`src/rtl/jump_control_unit_p.sv`:
```
// jump_control_unit_p: registered branch / call / return / interrupt redirect
// unit for a pipelined core. Decides at each rising edge whether the next PC
// comes from jmp_loc, and keeps a small return-address stack shared by
// subroutine calls and interrupt entry.
//
// Build option: define JCU_CALL_RET_EN to decode CALL and RET. Without it those
// opcodes behave as NOP and the stack is used only by interrupt entry and RETI.
module jump_control_unit_p #(
  parameter int                ADDR_W    = 8,
  parameter int                INS_W     = 20,
  parameter int                STK_DEPTH = 4,
  parameter logic [ADDR_W-1:0] ISR_VEC   = ADDR_W'('hF0)
) (
  input  logic              clk,
  input  logic              reset,
  input  logic [INS_W-1:0]  ins,
  input  logic              interrupt,
  input  logic [ADDR_W-1:0] current_address,
  input  logic [3:0]        flag_ex,
  output logic              pc_mux_sel,
  output logic [ADDR_W-1:0] jmp_loc,
  output logic              int_ack,
  output logic              stk_err
);

  // Stack pointer carries one extra bit so "full" (count == STK_DEPTH) is
  // distinguishable from "empty" without wrapping.
  localparam int PTR_W = $clog2(STK_DEPTH);
  localparam int SP_W  = PTR_W + 1;

  localparam logic [4:0] OP_JMP  = 5'b11000;
  localparam logic [4:0] OP_JZ   = 5'b11100;
  localparam logic [4:0] OP_JNZ  = 5'b11101;
  localparam logic [4:0] OP_JC   = 5'b11110;
  localparam logic [4:0] OP_JNC  = 5'b11111;
  localparam logic [4:0] OP_CALL = 5'b11010;
  localparam logic [4:0] OP_RET  = 5'b11011;
  localparam logic [4:0] OP_RETI = 5'b10000;

  // RUN decides normally; SHADOW is the one cycle after a redirect, during
  // which the instruction in execute is the wrong-path one and is squashed.
  typedef enum logic {
    ST_RUN    = 1'b0,
    ST_SHADOW = 1'b1
  } state_e;

  state_e state, next_state;

  logic              ie, ie_next;
  logic [SP_W-1:0]   sp;
  logic [ADDR_W-1:0] stack_mem [STK_DEPTH];

  logic              sel_next;
  logic [ADDR_W-1:0] loc_next;
  logic              ack_next;
  logic              err_set;
  logic              push_req;
  logic              pop_req;
  logic [ADDR_W-1:0] push_data;
  logic              do_push;
  logic              do_pop;

  logic [4:0]        opcode;
  logic [ADDR_W-1:0] target;
  logic              flag_z;
  logic              flag_c;
  logic              stk_full;
  logic              stk_empty;
  logic [PTR_W-1:0]  top_idx;
  logic [ADDR_W-1:0] stack_top;
  logic              unused_bits;

  assign opcode    = ins[INS_W-1:INS_W-5];
  assign target    = ins[ADDR_W-1:0];
  assign flag_z    = flag_ex[3];
  assign flag_c    = flag_ex[2];
  assign stk_full  = (sp == SP_W'(STK_DEPTH));
  assign stk_empty = (sp == '0);
  assign top_idx   = sp[PTR_W-1:0] - 1'b1;
  assign stack_top = stack_mem[top_idx];

  // Middle instruction bits and the V/N flags play no part in control flow.
  assign unused_bits = ^{ins, flag_ex[1:0]};

  // Overflowing pushes and underflowing pops leave the stack untouched; the
  // request itself still reaches err_set below.
  assign do_push = push_req && !stk_full;
  assign do_pop  = pop_req && !stk_empty;

  // Next-state and redirect decision; interrupt beats the instruction in RUN.
  // NOTE: every output of this block gets a default first so no path can leave
  // a value unassigned and infer a latch.
  always_comb begin
    next_state = state;
    sel_next   = 1'b0;
    loc_next   = jmp_loc;
    ack_next   = 1'b0;
    ie_next    = ie;
    err_set    = 1'b0;
    push_req   = 1'b0;
    pop_req    = 1'b0;
    push_data  = current_address;

    unique case (state)
      ST_RUN: begin
        if (interrupt && ie) begin
          // The instruction at current_address has not executed; resume there.
          push_req   = 1'b1;
          push_data  = current_address;
          err_set    = stk_full;
          sel_next   = 1'b1;
          loc_next   = ISR_VEC;
          ack_next   = 1'b1;
          ie_next    = 1'b0;
          next_state = ST_SHADOW;
        end else begin
          case (opcode)
            OP_JMP: begin
              sel_next   = 1'b1;
              loc_next   = target;
              next_state = ST_SHADOW;
            end
            OP_JZ, OP_JNZ, OP_JC, OP_JNC: begin
              if ((opcode == OP_JZ  &&  flag_z) ||
                  (opcode == OP_JNZ && !flag_z) ||
                  (opcode == OP_JC  &&  flag_c) ||
                  (opcode == OP_JNC && !flag_c)) begin
                sel_next   = 1'b1;
                loc_next   = target;
                next_state = ST_SHADOW;
              end
            end
`ifdef JCU_CALL_RET_EN
            OP_CALL: begin
              // A full stack loses the return address but the call still goes.
              push_req   = 1'b1;
              push_data  = current_address + 1'b1;
              err_set    = stk_full;
              sel_next   = 1'b1;
              loc_next   = target;
              next_state = ST_SHADOW;
            end
            OP_RET: begin
              pop_req = 1'b1;
              if (stk_empty) begin
                err_set = 1'b1;
              end else begin
                sel_next   = 1'b1;
                loc_next   = stack_top;
                next_state = ST_SHADOW;
              end
            end
`endif
            OP_RETI: begin
              // Interrupts are re-enabled even when there is nothing to return to.
              pop_req = 1'b1;
              ie_next = 1'b1;
              if (stk_empty) begin
                err_set = 1'b1;
              end else begin
                sel_next   = 1'b1;
                loc_next   = stack_top;
                next_state = ST_SHADOW;
              end
            end
            default: ;
          endcase
        end
      end
      ST_SHADOW: begin
        // Wrong-path instruction squashed; a pending interrupt waits for RUN.
        next_state = ST_RUN;
      end
      default: next_state = ST_RUN;
    endcase
  end

  // Control state, registered outputs and stack pointer.
  // NOTE: sequential state uses non-blocking assignments so every register
  // samples the pre-edge values regardless of statement order.
  always_ff @(posedge clk or negedge reset) begin
    if (!reset) begin
      state      <= ST_RUN;
      pc_mux_sel <= 1'b0;
      jmp_loc    <= '0;
      int_ack    <= 1'b0;
      stk_err    <= 1'b0;
      ie         <= 1'b1;
      sp         <= '0;
    end else begin
      state      <= next_state;
      pc_mux_sel <= sel_next;
      jmp_loc    <= loc_next;
      int_ack    <= ack_next;
      stk_err    <= stk_err | err_set;
      ie         <= ie_next;
      if (do_push) begin
        sp <= sp + 1'b1;
      end else if (do_pop) begin
        sp <= sp - 1'b1;
      end
    end
  end

  // Return-address storage.
  // NOTE: the array itself is not reset; clearing sp makes every entry
  // unreachable, and no read happens without a prior write.
  always_ff @(posedge clk) begin
    if (do_push) begin
      stack_mem[sp[PTR_W-1:0]] <= push_data;
    end
  end

endmodule

```
`config.mk`:
```
export PLATFORM = sky130hd
export DESIGN_NAME = jump_control_unit_p
export DESIGN_NICKNAME = d
export VERILOG_FILES = /design/src/rtl/jump_control_unit_p.sv
export SDC_FILE = /design/constraint.sdc
export NUM_CORES = 1
export LEC_CHECK = 0
export CAP_MARGIN = 30
export CORE_UTILIZATION = 47
export DETAILED_ROUTE_END_ITERATION = 10
export GPL_TIMING_DRIVEN = 1
export PLACE_DENSITY = 0.87
export SYNTH_ARGS = -nofsm -noshare
export SYNTH_HDL_FRONTEND = slang
export SYNTH_SLANG_ARGS = --single-unit
```
`constraint.sdc`:
```
create_clock -name clk -period 3.1 [get_ports clk]
set_clock_uncertainty 0.15 [all_clocks]
set_input_delay 0.62 -clock clk [delete_from_list [all_inputs] [get_ports clk]]
set_output_delay 0.62 -clock clk [all_outputs]
set_load 0.02 [all_outputs]
```
Yosys cells after proc, flatten, opt, wreduce, memory -nomap -nowiden
Memory sizes are Yosys's and may differ from the RTL's. Index checks and enable logic that the tools add are counted. W data, S select, Z words.

Add/subtract/negate cells: 3. Multipliers: 0. Divide/modulo/power cells: 0. $lt $le $gt $ge: 0. Equal/unequal tests: 9. Shift-type cells: 0. Muxes and demuxes: 25. Bitwise logic cells: 2. Reduce and logical (&&, ||, !) cells: 21.

Operators by type and width (number): $eq A5 B5 Y1 const B (6); $mux W8 (3); $pmux W8 S3 (1); $mux W1 (17); $logic_and A1 B1 Y1 (7); $mux W3 (2); $ne A3 B3 Y1 const B (2); $logic_not A1 Y1 (4); $reduce_and A4 Y1 (1); $reduce_bool A2 Y1 (2); $reduce_bool A4 Y1 (1); $reduce_or A4 Y1 (1); $add A3 B1 Y3 const B (1); $eq A3 B3 Y1 const B (1); $logic_not A3 Y1 (1); $logic_or A1 B1 Y1 (3); $pmux W1 S3 (1); $sub A3 B1 Y3 const B (1); $pmux W1 S2 (1); $reduce_and A2 Y1 (1); $sub A2 B1 Y2 const B (1); $not A1 Y1 (1); $or A1 B1 Y1 (1).

Flip-flop bits (word level): 16. Bits in latches: 0. Bits in writable memories: 32. Memory bits (read-only): 0. Input port bits: 35. Output and inout bits: 11. Logic and storage cells: 68. Memories: 1.

Memories: stack_mem (depth 4, width 8, rd ports 1, clocked after memory_dff 0, write ports 1, line 51) `logic [ADDR_W-1:0] stack_mem [STK_DEPTH];`.

Logic depth before layout (Yosys ltp)
Gate-level depths: netlist of run 1.

Depth in word-level cells: 9. Mapped depth: 9. Gate-level depth less buffers: 8.

Least setup slack after synthesis of run 1
Ideal clock, no wire load.

Kind: flip-flop to flip-flop. From: register sp[0]. To: register sp[2]. Library setup time: 0.121 ns. Data arrival time: 2.266 ns. Data required time: 2.829 ns. Path slack: 0.563 ns. Cell stages (with the launch flop): 10. Buffers on the path: 1. Clock period less this slack: 2.537 ns. Cell sequence: dfrtp_1 > buf_2 > inv_1 > ha_1 > a211oi_1 > inv_1 > fa_1 > o21ai_0 > o211ai_1 > a22o_1.

Word-level cells in the longest chain between the ends: 4. Elaborated cells between the ends (all ways): 11. Classes of those cells: add/sub (2); eq/ne (1); mux (2); reduce/logical (6).

RTL lines: start: declaration (line 50) `logic [SP_W-1:0] sp;`; start signal: assignment (line 198) `sp <= sp + 1'b1;`; start signal: assignment (line 200) `sp <= sp - 1'b1;`; parallel branches: the longest is 4 deep, another holds $sub A3 B1 Y3.

Parallel ways; which one is timed is not known. The select of a mux whose other input is x is not followed. A chain may end at the register's enable or synchronous reset.

Worst setup path in the final report of run 1
From: input ins[15]. To: register jmp_loc[1].

Word-level cells in the longest chain between the ends: 7. Elaborated cells between the ends (all ways): 20. Classes of those cells: eq/ne (8); mux (2); reduce/logical (10).

RTL lines: start: declaration (line 16) `input logic [INS_W-1:0] ins,`; $eq A5 B5 Y1 (on tied branches) (line 117, 124, 125); $logic_and A1 B1 Y1 (on tied branches) (line 124, 125); $logic_or A1 B1 Y1 (line 124) `if ((opcode == OP_JZ && flag_z) ||`; $logic_or A1 B1 Y1 (line 125) `(opcode == OP_JNZ && !flag_z) ||`; $logic_or A1 B1 Y1 (line 126) `(opcode == OP_JC && flag_c) ||`; $ne A3 B3 Y1 (no source line); $reduce_and A4 Y1 (no source line); end signal: assignment (line 193) `jmp_loc <= loc_next;`; end: declaration (line 21) `output logic [ADDR_W-1:0] jmp_loc,`.

Several ways; a longest one is shown, not always the timed one.

==> results of run 1 <==
cell usage in the layout (no fill, tap or decap), drive strengths merged, types with 2 or more instances in the layout:
master / netlist / routed
dfrtp: 14 / 14
nor2: 5 / 5
buf: 3 / 4
ha: 4 / 4
edfxtp: 32 / 32
o21ai: 6 / 6
and2: 4 / 4
clkbuf: 4 / 5
mux4: 8 / 8
xnor2: 2 / 2
clkdlybuf4s50: 0 / 36
mux2: 10 / 10
a22o: 6 / 6
o211ai: 5 / 5
inv: 9 / 9
clkinv: 0 / 2
worst max-delay path: cells and delay by family:
family | cells | cell delay [ns]
compound gates | 2 | 0.41
buf+inv | 2 | 0.63
simple gates | 2 | 1.12
layout make-up:
cell class,count,area share [%]
clock inverters,3,1.483
clock buffers,5,2.632
multi-input cells,69,26.12
flip-flops and latches,47,51.15
repair buffers,40,14.93
inverters,9,1.292
well taps,50,2.392
per-layer routing:
layer  vias up  global-route usage [%]  wire length [um]
li1        582                       -                 -
met1       614                   23.54              1842
met2        51                   30.88              1928
met3         5                   5.099               249
met4         0                   3.906                23
met5         -                       0                 0
cells by family after synthesis:
logic type,share of synthesized area (%)
xor+xnor,1.261
flops,64.17
simple gates,5.403
fa+ha+maj,3.361
compound gates,8.044
mux,14.71
buf+inv,3.061
power by group through the flow:
stage / Sequential (mW) / Clock, mW / Combinational, mW
5_1_grt: 0.891 / 0.456 / 0.929
3_3_place_gp: 0.880 / 0 / 0.821
6_report: 0.878 / 0.426 / 0.855
2_1_floorplan: 0.946 / 0 / 0.480
3_5_place_dp: 0.892 / 0 / 0.858
4_1_cts: 0.878 / 0.431 / 0.866
flip-flops by register name, summed over array words and instances, names as in the netlist:
name / cells
pc_mux_sel: 1
int_ack: 1
jmp_loc: 8
ie: 1
stack_mem: 32
stk_err: 1
sp: 3
worst min path at each step:
stage               depth (start not counted)  startpoint  endpoint  slack (ns)
floorplan                                   0       reset   int_ack        0.17
global placement                            1     stk_err   stk_err        0.31
detailed placement                          1     stk_err   stk_err        0.31
CTS                                         1     stk_err   stk_err        0.33
global route                                1     stk_err   stk_err        0.34
finish                                      1     stk_err   stk_err        0.33
==> reports/summary.txt, run 1 <==
Status: completed
Measured slew at the worst slew-check pin: 0.6902 ns
Sequential power share: 40.7%
Crit path max fanout: 5
Die width: 68.60 um
Psw: 0.6868 mW
Setup violations, final: 0
Fillers: 301
Top_reg_cell synth: edfxtp_1
Top cells by area, synth: edfxtp_1, dfrtp_1, mux4_2
Cells after DPL: 215
Clock share of power: 19.7%
Crit path from: ins[15]
Mapped cell area: 2084 um^2
Hold slack: 0.3334 ns
CTS Sinks: 47
# IOs: 46
Critical Path RT: 3.18 ns
Clock tree buffer depth: 2
Critical path class: input port to register
H-tree Lvls: 2
Critical path cell sequence: clkdlybuf4s50_1, or4b_1, buf_4, or4_1, o21ai_0, a22o_1
# nets final: 212
IO Port Bufs: 36
Fin area: 2615 um^2
FMAX: 369.9 MHz
Seq. cell area: 1338 um^2
Layout Cells excl Fill: 223
First-pass GRT wire length: 6.037 mm
Layout cell share with drive strength beyond 1: 19.08%
Initial antenna violation count: 0
# diodes: 0
Unrepaired setup endpoints after global routing: false
Yosys Warn Count: 0
Slew headroom: 53.84%
Critical Path Sink: jmp_loc[1]
VDD IR max: 410.2 uV
FF-to-FF setup slack: 0.58 ns
Via count: 1252
Synth cell count leaders: edfxtp_1, dfrtp_1, mux2_2, inv_1, mux4_2
Post-CTS sizing: 0
DR pass1 iterations: 4
Congestion Overflow GR: 0
EDFF count, synth: 32
Switching part of the total: 31.80%
All-Layer GR Usage: 18.31%
Number of global-route vias before repair: 1213
Critical Path Source Type: input port
Largest net degree at the start of global routing: 16
Initial core utilization: 50.65%
Root Buffer: clkbuf_8
Power Internal: 1.473 mW
Count leader, synth: edfxtp_1
Final Total Pwr: 2.160 mW
Die Height: 68.60 um
CTS buffer count: 5
Worst-path clk slew: 0.08 ns
GP Congestion: 0.8154
Share of the synthesized area in the top cell type: 46.10%
Cells after synthesis: 132
DP Area: 2507 um^2
Setup TNS: 0 ns
Min Tclk post-route: 2.703 ns
Max-cap violations: 0
Slowest stage delay, CP: 0.64 ns
Rows: 23
Worst setup EP type: register
Syn_area_per_cell: 15.79 um^2
Final worst slack: 0.3967 ns
CTS Hold Bufs: 0
Per-cell routed wire length: 18.13 um
Post-route ant nets: 0
Final worst-path cycle share: 87.20%
Die area: 4705 um^2
Min-delay worst type: register to register
Latest clock arrival within the worst-skew pair: 0.29 ns
Post-layout utilization of the core: 63.55%
Cell Pwr Density: 825.9 nW/um^2
DRT iter0 DRCs: 74
CTS tree: built
Worst reg2reg path startpoint: sp[1]
Async SR Flop Fraction: 31.91%
Sequential share of the synthesized area: 64.17%
Vias per Instance: 5.614
Hold Violations, Final: 0
Max-slew violations: 0
Yosys reg bits: 47
Core Area: 4115 um^2
Gate power share: 39.6%
R2R depth: 8
HPWL after DPL: 2.876 mm
Leakage: 0.9553 nW
Netlist cell types: 37
Drt total wl: 4.043 mm
Critical path's slowest cell: or4b_1
Post-route DRC: 0
Cell taking the most area after synthesis: edfxtp_1
Post-CTS setup buffers: 0
Worst slack, placed: 0.1545 ns
Data arrival time of the worst path: 2.78 ns
Area of the multi-input gates: 683.2 um^2
Post-Syn Nets: 172
Area growth, synth to finish: 25.45%
Reg-to-reg endpoint: sp[2]
(Power assumes the default switching activity.)
==> run 2, diff against run 1 <==
==> constraint.sdc (replaced) <==
create_clock -name clk -period 3.1 [get_ports clk]
set_clock_uncertainty 0.15 [all_clocks]
set_input_delay 0.62 -clock clk [delete_from_list [all_inputs] [get_ports clk]]
set_output_delay 0.62 -clock clk [all_outputs]
set_load 0.005 [all_outputs]
==> results of run 2 <==
The final DEF is identical to that of run 1. Status: completed.
Main changes from that run: total power 2.160 mW -> 2.082 mW; worst IR drop on VDD 410.2 uV -> 407.5 uV
==> edit 1 (flow settings as in run 1) <==
Add a define of `JCU_CALL_RET_EN`.
--- a/src/rtl/jump_control_unit_p.sv
+++ b/src/rtl/jump_control_unit_p.sv
@@ -5,6 +5,8 @@
 //
 // Build option: define JCU_CALL_RET_EN to decode CALL and RET. Without it those
 // opcodes behave as NOP and the stack is used only by interrupt entry and RETI.
+`define JCU_CALL_RET_EN
+
 module jump_control_unit_p #(
   parameter int                ADDR_W    = 8,
   parameter int                INS_W     = 20,
Check against the original RTL: not equivalent (a bounded check fails within 4 cycles, from zero or initial values and one cycle with reset low).
==> edit 1 against run 1 <==
Sequential power fell by 0.7%; fmax is 1.1% lower; routed wire length grew 15%; critical endpoint is now sp[2]; synthesized area grew 17%; sequential cell count did not move; final cell count is 25% higher; worst setup slack worse by 29 ps; critical path depth rose by 2; final area up 15%; worst hold slack gained 7.9 ps; total power increased by 3.6%.
==> edit 1: results (changes against run 1) <==
* Total placed cells including tap cells at 271 (+26%)
* #MultiIn Comb at 99 (+43%)
* Peak per-stage delay on the critical path at 690 ps (+50 ps)
* DPL Wire Length at 3420 um (+19%)
* Rel. slew slack at 0.550 (+0.0112)
* Net count after synthesis at 209 (+22%)
* Number of ordinary and repair buffers in the finished layout at 45 (+13%)
* Crit path max fanout at 8 (+3)
* Non-clock inverter instance count of the final layout at 13 (+4)
* Final hold slack at 341 ps (+7.90 ps)
* Final wirelength at 4650 um (+15%)
* Run status: finished clean
* Total internal power at 1.51 mW (+2.7%)
* Reg2Reg Depth at 9 (+1)
* Peak clock frequency supported by timing at 0.366 GHz (-1.1%)
* Initial DRC count at 65 (-12%)
* Clock buf/inv share at 0.0354 (-0.00570)
* First-pass GRT wire length at 7690 um (+27%)
* Area used by multi-input combinational logic at 996 um2 (+46%)
* Fraction of layout cells with a size suffix above 1 at 0.179 (-0.0115)
* Vias in the first global route at 1,562 (+29%)
* Filler Cell Count at 383 (+27%)
* Max rail drop VDD at 0.273 mV (-33%)
* Weighted congestion reported at the end of routability-driven placement at 0.801 (-1.8%)
* Data-path buffer share of cell area in the final layout at 0.143 (-0.00666)
* Part of the Yosys area used for sequential elements at 0.549 (-0.0923)
* Beginning of the critical path: ins[16]
* Critical path data arrival time at 2820 ps (+40 ps)
* Power attributed to the clock group at 0.436 mW (+2%)
* Number of cells in the finished layout apart from fillers at 279 (+25%)
* End point of the critical path: sp[2]
* Std-Cell Rows at 25 (+8.7%)
* Power density over the cells at 746 nW/um2 (-9.7%)
* Detailed-route via count at 1,539 (+23%)
* Static leakage at 1.09 nW (+14%)
* Register-to-register path setup slack at 620 ps (+40 ps)
edit 1: changes by cell type in the layout (fill, tap and decap cells not counted), moves of 4 or more:
cell,change
mux2_2,-9
a22o_1,-6
o21ai_0,-6
buf_4,+5
inv_1,+5
o21a_1,+5
mux2_4,+4
mux2i_1,+4
nand4_1,+4
o221ai_1,+4
xnor2_1,+4
edit 1: logic make-up (layout without fill, tap and decap cells):
logic type      count (synthesis)  after routing  synth area share
simple gates                   33             33            0.0863
flops                          47             47             0.549
buf+inv                        22             66            0.0416
mux                            20             20             0.135
compound gates                 32             32             0.125
xor+xnor                        8              8            0.0288
fa+ha+maj                       6              6            0.0339
edit 1: routing by layer:
metal  global-route usage  part of all wire  vias to the layer above
li1                     -                 -                      733
met1                0.245              0.42                      753
met2                0.327              0.51                       45
met3               0.0379             0.048                        8
met4               0.0833             0.018                        0
met5                    0                 0                        -
==> edit 2 (config.mk and constraints of run 1) <==
Made on the original files. Make the reset (`reset`) synchronous in one clocked block.
--- a/src/rtl/jump_control_unit_p.sv
+++ b/src/rtl/jump_control_unit_p.sv
@@ -178,7 +178,7 @@
   // Control state, registered outputs and stack pointer.
   // NOTE: sequential state uses non-blocking assignments so every register
   // samples the pre-edge values regardless of statement order.
-  always_ff @(posedge clk or negedge reset) begin
+  always_ff @(posedge clk) begin
     if (!reset) begin
       state      <= ST_RUN;
       pc_mux_sel <= 1'b0;
Check against the original RTL: differs if reset is asserted again (counterexample within 4 cycles, from zero or initial values and one cycle with reset low); with reset held inactive, the same outputs for 10 cycles.
==> edit 2 against run 1 <==
Sequential cell count stayed put; final area unchanged; first-iteration DRC count rose by 45%; synthesized area rose by 0.72%; final cell count is 1.8% higher; worst hold slack worse by 28 ps; worst setup slack better by 120 ps; routed wire length up 5.1%; count of clock-buffer cells in the layout rose by 1; critical path type unchanged.
Power is not compared: it rests on default switching activity, and its combinational part moved more than twofold at a synthesized area within 25%.
==> edit 2: results (changes against run 1) <==
* Fraction of layout cells with a size suffix above 1 at 0.141 (-0.0495)
* Weighted congestion reported at the end of routability-driven placement at 0.746 (-8.5%)
* Critical path data arrival time at 2630 ps (-150 ps)
* Compound-gate portion of the synthesized area at 0.108 (+0.0280)
* Number of cells in the finished layout apart from fillers at 227 (+1.8%)
* GRT Overall Usage at 0.196 (+0.0127)
* Library cells used by synthesis at 42 (+14%)
* Commonest cells in the netlist: edfxtp_1 (32), dfxtp_1 (15), mux4_2 (8)
* Mean instance size in the synthesized netlist at 15.3 um2 (-3.0%)
* Peak per-stage delay on the critical path at 710 ps (+70 ps)
* Net count after synthesis at 177 (+2.9%)
* Vias in the first global route at 1,278 (+5.4%)
* Run status: finished clean
* Routed length on met3 at 243 um (-2.4%)
* Global Route met3 Usage at 0.0609 (+0.00987)
* Leading post-synthesis cells by cell area: edfxtp_1 (46%), dfxtp_1 (14%), mux4_2 (8.6%)
* Post-place instance area at 2500 um2 (about the same)
* DPL Wire Length at 3040 um (+5.6%)
* Met1 layer usage reported by global route at 0.245 (+0.00917)
* Detailed-route via count at 1,353 (+8.1%)
* Async set-or-reset flop fraction in the synthesized netlist at 0 (-0.319)
* Metal1 wirelength at 1850 um (+0.38%)
* Routed met2 length at 2160 um (+12%)
* Highest metal layer with signal wires: met3
* First-pass GRT wire length at 6310 um (+4.6%)
* Post-Place Setup Slack at 203 ps (+48.5 ps)
edit 2: cell count changes in the layout (fill, tap and decap cells not counted), moves of 6 or more:
cell and change:
dfrtp_1 -14, dfxtp_1 +15, a22o_1 -6, mux2_2 -9
edit 2: path summary, 6_finish.rpt:
check	start	end	slack [ps]	depth (start not counted)
setup / recovery	ins[15]	jmp_loc[0]	520	5
hold reg to reg	stk_err	stk_err	310	2
setup reg to reg	sp[1]	sp[2]	800	8
hold / removal	stk_err	stk_err	310	2
edit 2: layout make-up:
| cell class | instances | area (um2) |
|---|---|---|
| flip-flops and latches | 47 | 1260 |
| well taps | 50 | 62.6 |
| multi-input cells | 79 | 787 |
| fillers | 301 | 1530 |
| repair buffers | 38 | 375 |
| clock buffers | 6 | 72.6 |
| clock inverters | 2 | 37.5 |
| inverters | 5 | 18.8 |
edit 2: power breakdown:
group,switching [mW],internal (mW)
logic,0.153,0.151
registers,0.0240,0.716
clock network,0.201,0.241
total,0.378,1.11
